## src/rtl/keypad_matrix_scanner.sv

```systemverilog
// 4x4 keypad scanner: column strobing, row synchronisation, whole-frame debounce,
// anti-ghosting press-event FSM and a valid/ack key report with sticky overflow.
module keypad_matrix_scanner #(
    parameter int unsigned DEBOUNCE_FRAMES = 3
) (
    input  logic       CLK,
    input  logic       RST,
    input  logic       CE,
    input  logic [3:0] rows_in,
    output logic [3:0] col_select,
    output logic [3:0] key_code,
    output logic       key_valid,
    input  logic       key_ack,
    output logic       key_held,
    output logic       multi_key,
    output logic       overflow
);
    localparam int unsigned NUM_ROWS = 4;
    localparam int unsigned NUM_COLS = 4;
    localparam int unsigned FRAME_W  = NUM_ROWS * NUM_COLS;
    localparam int unsigned CNT_W    = 4;
    localparam int unsigned POP_W    = 5;
    localparam logic [CNT_W-1:0] DEB_MAX = CNT_W'(DEBOUNCE_FRAMES);

    typedef enum logic [1:0] {
        ST_IDLE,
        ST_PRESSED,
        ST_MULTI
    } state_t;

    logic [NUM_ROWS-1:0] sync1_q, sync1_d;
    logic [NUM_ROWS-1:0] sync2_q, sync2_d;
    logic [1:0]          col_q, col_d;
    logic [NUM_COLS-1:0] col_sel_q, col_sel_d;
    logic [FRAME_W-1:0]  raw_q, raw_d;
    logic                frame_end_q, frame_end_d;
    logic [FRAME_W-1:0]  prev_q, prev_d;
    logic [FRAME_W-1:0]  stable_q, stable_d;
    logic [CNT_W-1:0]    count_q, count_d;
    logic                upd_q, upd_d;
    state_t              state_q, state_d;
    logic [3:0]          key_code_q, key_code_d;
    logic                key_valid_q, key_valid_d;
    logic                key_held_q, key_held_d;
    logic                multi_key_q, multi_key_d;
    logic                overflow_q, overflow_d;

    logic [FRAME_W-1:0]  pressed;
    logic [POP_W-1:0]    n_pressed;
    logic [3:0]          key_idx;
    logic                press_ev;

    // Scan: frames are stored active-low as sampled; one column per CE.
    always_comb begin
        sync1_d     = rows_in;
        sync2_d     = sync1_q;
        col_d       = col_q;
        raw_d       = raw_q;
        frame_end_d = 1'b0;
        if (CE) begin
            raw_d[{col_q, 2'b00} +: NUM_ROWS] = sync2_q;
            col_d       = col_q + 2'd1;
            frame_end_d = (col_q == 2'd3);
        end
        col_sel_d = ~(4'b0001 << col_d);
    end

    // Debounce: stable follows the raw frame after DEBOUNCE_FRAMES identical frames.
    always_comb begin
        prev_d   = prev_q;
        count_d  = count_q;
        stable_d = stable_q;
        upd_d    = 1'b0;
        if (frame_end_q) begin
            if (raw_q == prev_q) begin
                count_d = (count_q >= DEB_MAX) ? DEB_MAX : count_q + CNT_W'(1);
            end else begin
                count_d = CNT_W'(1);
            end
            prev_d = raw_q;
            if ((count_d == DEB_MAX) && (raw_q != stable_q)) begin
                stable_d = raw_q;
                upd_d    = 1'b1;
            end
        end
    end

    // Count pressed keys in the stable frame; key_idx is the code when exactly one.
    always_comb begin
        pressed   = ~stable_q;
        n_pressed = '0;
        key_idx   = '0;
        for (int i = 0; i < int'(FRAME_W); i++) begin
            if (pressed[i]) begin
                n_pressed = n_pressed + POP_W'(1);
                key_idx   = 4'(i);
            end
        end
    end

    // Event FSM and handshake; a changed stable frame is the only trigger.
    always_comb begin
        state_d     = state_q;
        press_ev    = 1'b0;
        key_code_d  = key_code_q;
        key_valid_d = key_valid_q;
        overflow_d  = overflow_q;
        if (upd_q) begin
            case (state_q)
                ST_IDLE: begin
                    if (n_pressed == POP_W'(1)) begin
                        state_d  = ST_PRESSED;
                        press_ev = 1'b1;
                    end else if (n_pressed >= POP_W'(2)) begin
                        state_d = ST_MULTI;
                    end
                end
                ST_PRESSED: begin
                    if (n_pressed == '0) begin
                        state_d = ST_IDLE;
                    end else if (n_pressed >= POP_W'(2)) begin
                        state_d = ST_MULTI;
                    end else begin
                        press_ev = 1'b1;
                    end
                end
                ST_MULTI: begin
                    if (n_pressed == '0) begin
                        state_d = ST_IDLE;
                    end
                end
                default: state_d = ST_IDLE;
            endcase
        end

        if (press_ev) begin
            if (!key_valid_q || key_ack) begin
                key_code_d  = key_idx;
                key_valid_d = 1'b1;
            end else begin
                overflow_d = 1'b1;
            end
        end else if (key_valid_q && key_ack) begin
            key_valid_d = 1'b0;
        end

        key_held_d  = (state_d == ST_PRESSED);
        multi_key_d = (state_d == ST_MULTI);
    end

    always_ff @(posedge CLK or posedge RST) begin
        if (RST) begin
            sync1_q     <= 4'hF;
            sync2_q     <= 4'hF;
            col_q       <= 2'd0;
            col_sel_q   <= 4'b1110;
            raw_q       <= '1;
            frame_end_q <= 1'b0;
            prev_q      <= '1;
            stable_q    <= '1;
            count_q     <= '0;
            upd_q       <= 1'b0;
            state_q     <= ST_IDLE;
            key_code_q  <= '0;
            key_valid_q <= 1'b0;
            key_held_q  <= 1'b0;
            multi_key_q <= 1'b0;
            overflow_q  <= 1'b0;
        end else begin
            sync1_q     <= sync1_d;
            sync2_q     <= sync2_d;
            col_q       <= col_d;
            col_sel_q   <= col_sel_d;
            raw_q       <= raw_d;
            frame_end_q <= frame_end_d;
            prev_q      <= prev_d;
            stable_q    <= stable_d;
            count_q     <= count_d;
            upd_q       <= upd_d;
            state_q     <= state_d;
            key_code_q  <= key_code_d;
            key_valid_q <= key_valid_d;
            key_held_q  <= key_held_d;
            multi_key_q <= multi_key_d;
            overflow_q  <= overflow_d;
        end
    end

    assign col_select = col_sel_q;
    assign key_code   = key_code_q;
    assign key_valid  = key_valid_q;
    assign key_held   = key_held_q;
    assign multi_key  = multi_key_q;
    assign overflow   = overflow_q;

endmodule
```

## config.mk

```make
export PLATFORM = sky130hd
export DESIGN_NAME = keypad_matrix_scanner
export DESIGN_NICKNAME = d
export VERILOG_FILES = /design/src/rtl/keypad_matrix_scanner.sv
export SDC_FILE = /design/constraint.sdc
export NUM_CORES = 1
export LEC_CHECK = 0
export ABC_AREA = 1
export BUFFER_PORTS_ARGS = -buffer_cell sky130_fd_sc_hd__buf_4
export CAP_MARGIN = 15
export CORE_UTILIZATION = 63
export DETAILED_ROUTE_END_ITERATION = 7
export PLACE_DENSITY_LB_ADDON = 0.3
export SYNTH_ARGS = -nofsm -noshare
export SYNTH_HDL_FRONTEND = slang
export SYNTH_SLANG_ARGS = --single-unit
```

## constraint.sdc

```tcl
create_clock -name CLK -period 10.5 [get_ports CLK]
set_input_delay 2.1 -clock CLK [delete_from_list [all_inputs] [get_ports CLK]]
set_output_delay 2.1 -clock CLK [all_outputs]
set_load 0.03 [all_outputs]
```

==> results.md <==
- Share of flip-flops with an asynchronous set or reset after synthesis: 1.00
- Most numerous cell types in the synthesized netlist: sky130_fd_sc_hd__nand2_1 (198), sky130_fd_sc_hd__inv_1 (129), sky130_fd_sc_hd__dfstp_2 (59), sky130_fd_sc_hd__nand3_1 (52), sky130_fd_sc_hd__o21ai_0 (37)
- Top cells by area in the synthesized netlist: sky130_fd_sc_hd__dfstp_2 (30%), sky130_fd_sc_hd__nand2_1 (14%), sky130_fd_sc_hd__inv_1 (9.3%)
- Average routed wire per standard cell: 12.7 um
- Category of the worst setup path launch point: flip-flop
- Worst relative slew slack: 0.393
- IO Port Bufs: 19
- Crit path DAT: 9.68 ns
- DRC violations left: 0
- Number of buffers added to fix hold violations after cts: 0
- Wire length after detailed routing: 10500 um
- Number of antenna violations at the first check in global routing: 0
- Total global routing overflow: 0
- Final Net Count: 753
- Setup skew after layout: 0.00934 ns
- Critical Path Max Stage Delay: 0.58 ns
- Category of the most critical setup path: reg -> reg
- Fraction of final layout cells with drive strength greater than 1: 0.215
- Post-CTS setup buffers: 0
- Worst Max-Slew Pin Slew: 0.911 ns
- Hold Vio Cnt, Final: 0
- Setup repair after global routing missed its margin: false
- Summed instance area of the synthesized netlist: 5220 um2
- Clock Tree Buf Depth: 2
- Final setup fails: 0
- Maximum level of the CTS H-tree: 3
- Highest clock frequency the design can meet: 106 MHz
- Clk Latency, worst-skew pair: 0.35 ns
- Count of nets left with antenna violations after detail routing: 0
- Yosys top cell by area: sky130_fd_sc_hd__dfstp_2
- Yosys warning total: 0
- Placement row count: 32
- Via density per instance: 5.38
- Synthesis-to-finish area growth: 7.92%
- Run status: finished clean
- Antenna diode instance count: 0
- Crit path capture type: flip-flop
- CTS Root Cell: sky130_fd_sc_hd__clkbuf_8
- Cell occurring most often along the worst timing path: sky130_fd_sc_hd__nand2_1
- Fin. max-slew vios: 0
- Share of the synthesized area in the top cell type: 0.297
- Cells resized by post-CTS repair: 0
- Fill cell total of the finished layout: 611
- Clock tree from TritonCTS: yes
- Total track usage: 0.269
- Clk sink count: 78
- Total nets after synthesis: 742
- Period Utilization, post-route: 0.900
- Total via count after detailed routing: 4472
- Cells after Synth: 713
- Routability-driven placement congestion ratio: 0.841
- Clock input transition at the sequential cells of the worst setup and hold paths: 0.08 ns
- Flip-flop cell with the highest count after synthesis: sky130_fd_sc_hd__dfstp_2
- Data required time of the critical path: 10.73 ns
- Initial core utilization: 0.665
- Die Ht: 93.0 um
- Number of detailed-routing iterations run before antenna repair: 5
- Core area: 7850 um2
- Number of DRC violations after detailed-routing iteration 0: 233
- Synthesis-stage register bit count: 78
- Count of flip-flops with a built-in enable after synthesis: 0
- Slack of the worst reg-to-reg path: 1.05 ns
- Max-cap viol count: 0
- Most frequent cell after synthesis: sky130_fd_sc_hd__nand2_1
- Accumulated negative setup slack: 0 ns
- Class of the worst hold path: reg -> reg
- Global-route wire length before repair: 18400 um
- Number of placed I/O pins: 20
- Cts bufs inserted: 9
- Slowest library cell on the worst path: sky130_fd_sc_hd__dfstp_2
- Period minus WS final: 9.45 ns
- Die Footprint: 8650 um2
- Largest fanout on the critical path: 8
- Maximum number of pins on one net before global-route repair: 79
- Final HPWL from detailed placement: 7690 um
- Sequential-to-total area share from yosys stat: 0.388
- Avg Inst Size Synth: 7.31 um2
- Number of global-route vias before repair: 4365
- Post-synth cell types: 42
- Die span in x: 93.0 um
worst max-delay path, delay by kind of cell, from the launching register on:
family | cells | cell delay (ns)
simple gates | 28 | 3.86
fa+ha+maj | 14 | 3.78
buf+inv | 11 | 0.61
flops | 1 | 0.58
compound gates | 4 | 0.52
worst paths after layout:
path | from | end | cells after the start
min in group asynchronous | RST | col_select[0]$_DFF_PP0_ | 3
worst min-delay path | sync1_q[0]$_DFF_PP1_ | sync2_q[0]$_DFF_PP1_ | 0
worst max register to register | stable_q[1]$_DFFE_PP1P_ | key_code[1]$_DFFE_PP0P_ | 57
max in group asynchronous | RST | key_code[3]$_DFFE_PP0P_ | 3
worst max-delay path | stable_q[1]$_DFFE_PP1P_ | key_code[1]$_DFFE_PP0P_ | 57
worst min register to register | sync1_q[0]$_DFF_PP1_ | sync2_q[0]$_DFF_PP1_ | 0
cells by family (layout without fill, tap and decap cells):
| family | count (synthesis) | count (layout) | synth area share |
|---|---|---|---|
| AND/OR/NAND/NOR | 362 | 362 | 0.327 |
| buffers and inverters | 158 | 174 | 0.121 |
| AO/OA/AOI/OAI | 80 | 80 | 0.0890 |
| flip-flops | 78 | 78 | 0.388 |
| adder cells (fa/ha/maj) | 21 | 21 | 0.0504 |
| XOR/XNOR | 13 | 13 | 0.0218 |
| multiplexers | 1 | 1 | 0.00216 |
layer usage:
metal,global-route usage,vias up,share of wire
met2,0.459,109,0.48
met4,0.168,0,0.048
met5,0,-,0
li1,-,2282,-
met1,0.320,2042,0.44
met3,0.0390,39,0.038
final cells by class:
type | count | area (um2) | share of cell area
repair buffers | 22 | 173 | 0.0307
clock inverters | 5 | 81.3 | 0.0145
clock buffers | 11 | 151 | 0.0269
inverters | 136 | 513 | 0.0912
multi-input cells | 477 | 2560 | 0.454
flip-flops and latches | 78 | 2030 | 0.360
well taps | 102 | 128 | 0.0227
metrics by stage:
step	setup slack (ns)	hold WS [ns]	util	instances	instance area, um2
floorplan	1.64	0.345	-	713	5220
global placement	1.42	0.346	0.686	814	5380
detailed placement	1.07	0.347	0.686	814	5380
CTS	1.05	0.362	0.715	830	5610
global route	0.307	0.364	0.717	831	5630
finish	1.05	0.360	0.717	831	5630
sequential cells by signal, indices dropped and copies added, names as in the netlist:
| signal | cells |
|---|---|
| prev_q | 16 |
| raw_q | 16 |
| stable_q | 16 |
| col_select | 4 |
| count_q | 4 |
| key_code | 4 |
| sync1_q | 4 |
| sync2_q | 4 |
| col_q | 2 |
| state_q | 2 |
| frame_end_q | 1 |
| key_held | 1 |
| key_valid | 1 |
| multi_key | 1 |
| overflow | 1 |
| upd_q | 1 |
placed cells by master (no fill, tap or decap), types with 2 or more instances in the layout:
| master | netlist | layout |
|---|---|---|
| sky130_fd_sc_hd__nor2_2 | 2 | 2 |
| sky130_fd_sc_hd__nand2_4 | 3 | 3 |
| sky130_fd_sc_hd__dfrtp_1 | 19 | 19 |
| sky130_fd_sc_hd__o21ai_0 | 37 | 37 |
| sky130_fd_sc_hd__nand3b_1 | 6 | 6 |
| sky130_fd_sc_hd__nand2_1 | 198 | 198 |
| sky130_fd_sc_hd__a21oi_1 | 8 | 8 |
| sky130_fd_sc_hd__or2_2 | 7 | 7 |
| sky130_fd_sc_hd__buf_4 | 4 | 21 |
| sky130_fd_sc_hd__o32ai_1 | 4 | 4 |
| sky130_fd_sc_hd__xor2_1 | 12 | 12 |
| sky130_fd_sc_hd__inv_2 | 6 | 7 |
| sky130_fd_sc_hd__nor2_1 | 32 | 32 |
| sky130_fd_sc_hd__o22ai_1 | 18 | 18 |
| sky130_fd_sc_hd__nand2_2 | 26 | 26 |
| sky130_fd_sc_hd__bufinv_16 | 0 | 2 |
| sky130_fd_sc_hd__nand3_2 | 9 | 9 |
| sky130_fd_sc_hd__nor4_1 | 6 | 6 |
| sky130_fd_sc_hd__nand3_1 | 52 | 52 |
| sky130_fd_sc_hd__inv_1 | 129 | 128 |
| sky130_fd_sc_hd__dfstp_2 | 59 | 59 |
| sky130_fd_sc_hd__nor2_4 | 2 | 2 |
| sky130_fd_sc_hd__o21ai_1 | 5 | 5 |
| sky130_fd_sc_hd__nand4_1 | 16 | 16 |
| sky130_fd_sc_hd__ha_1 | 21 | 21 |
| sky130_fd_sc_hd__clkbuf_8 | 0 | 11 |
Power is not shown: default switching activity piles up to over one toggle a cycle in this logic, so the estimate is an artifact.
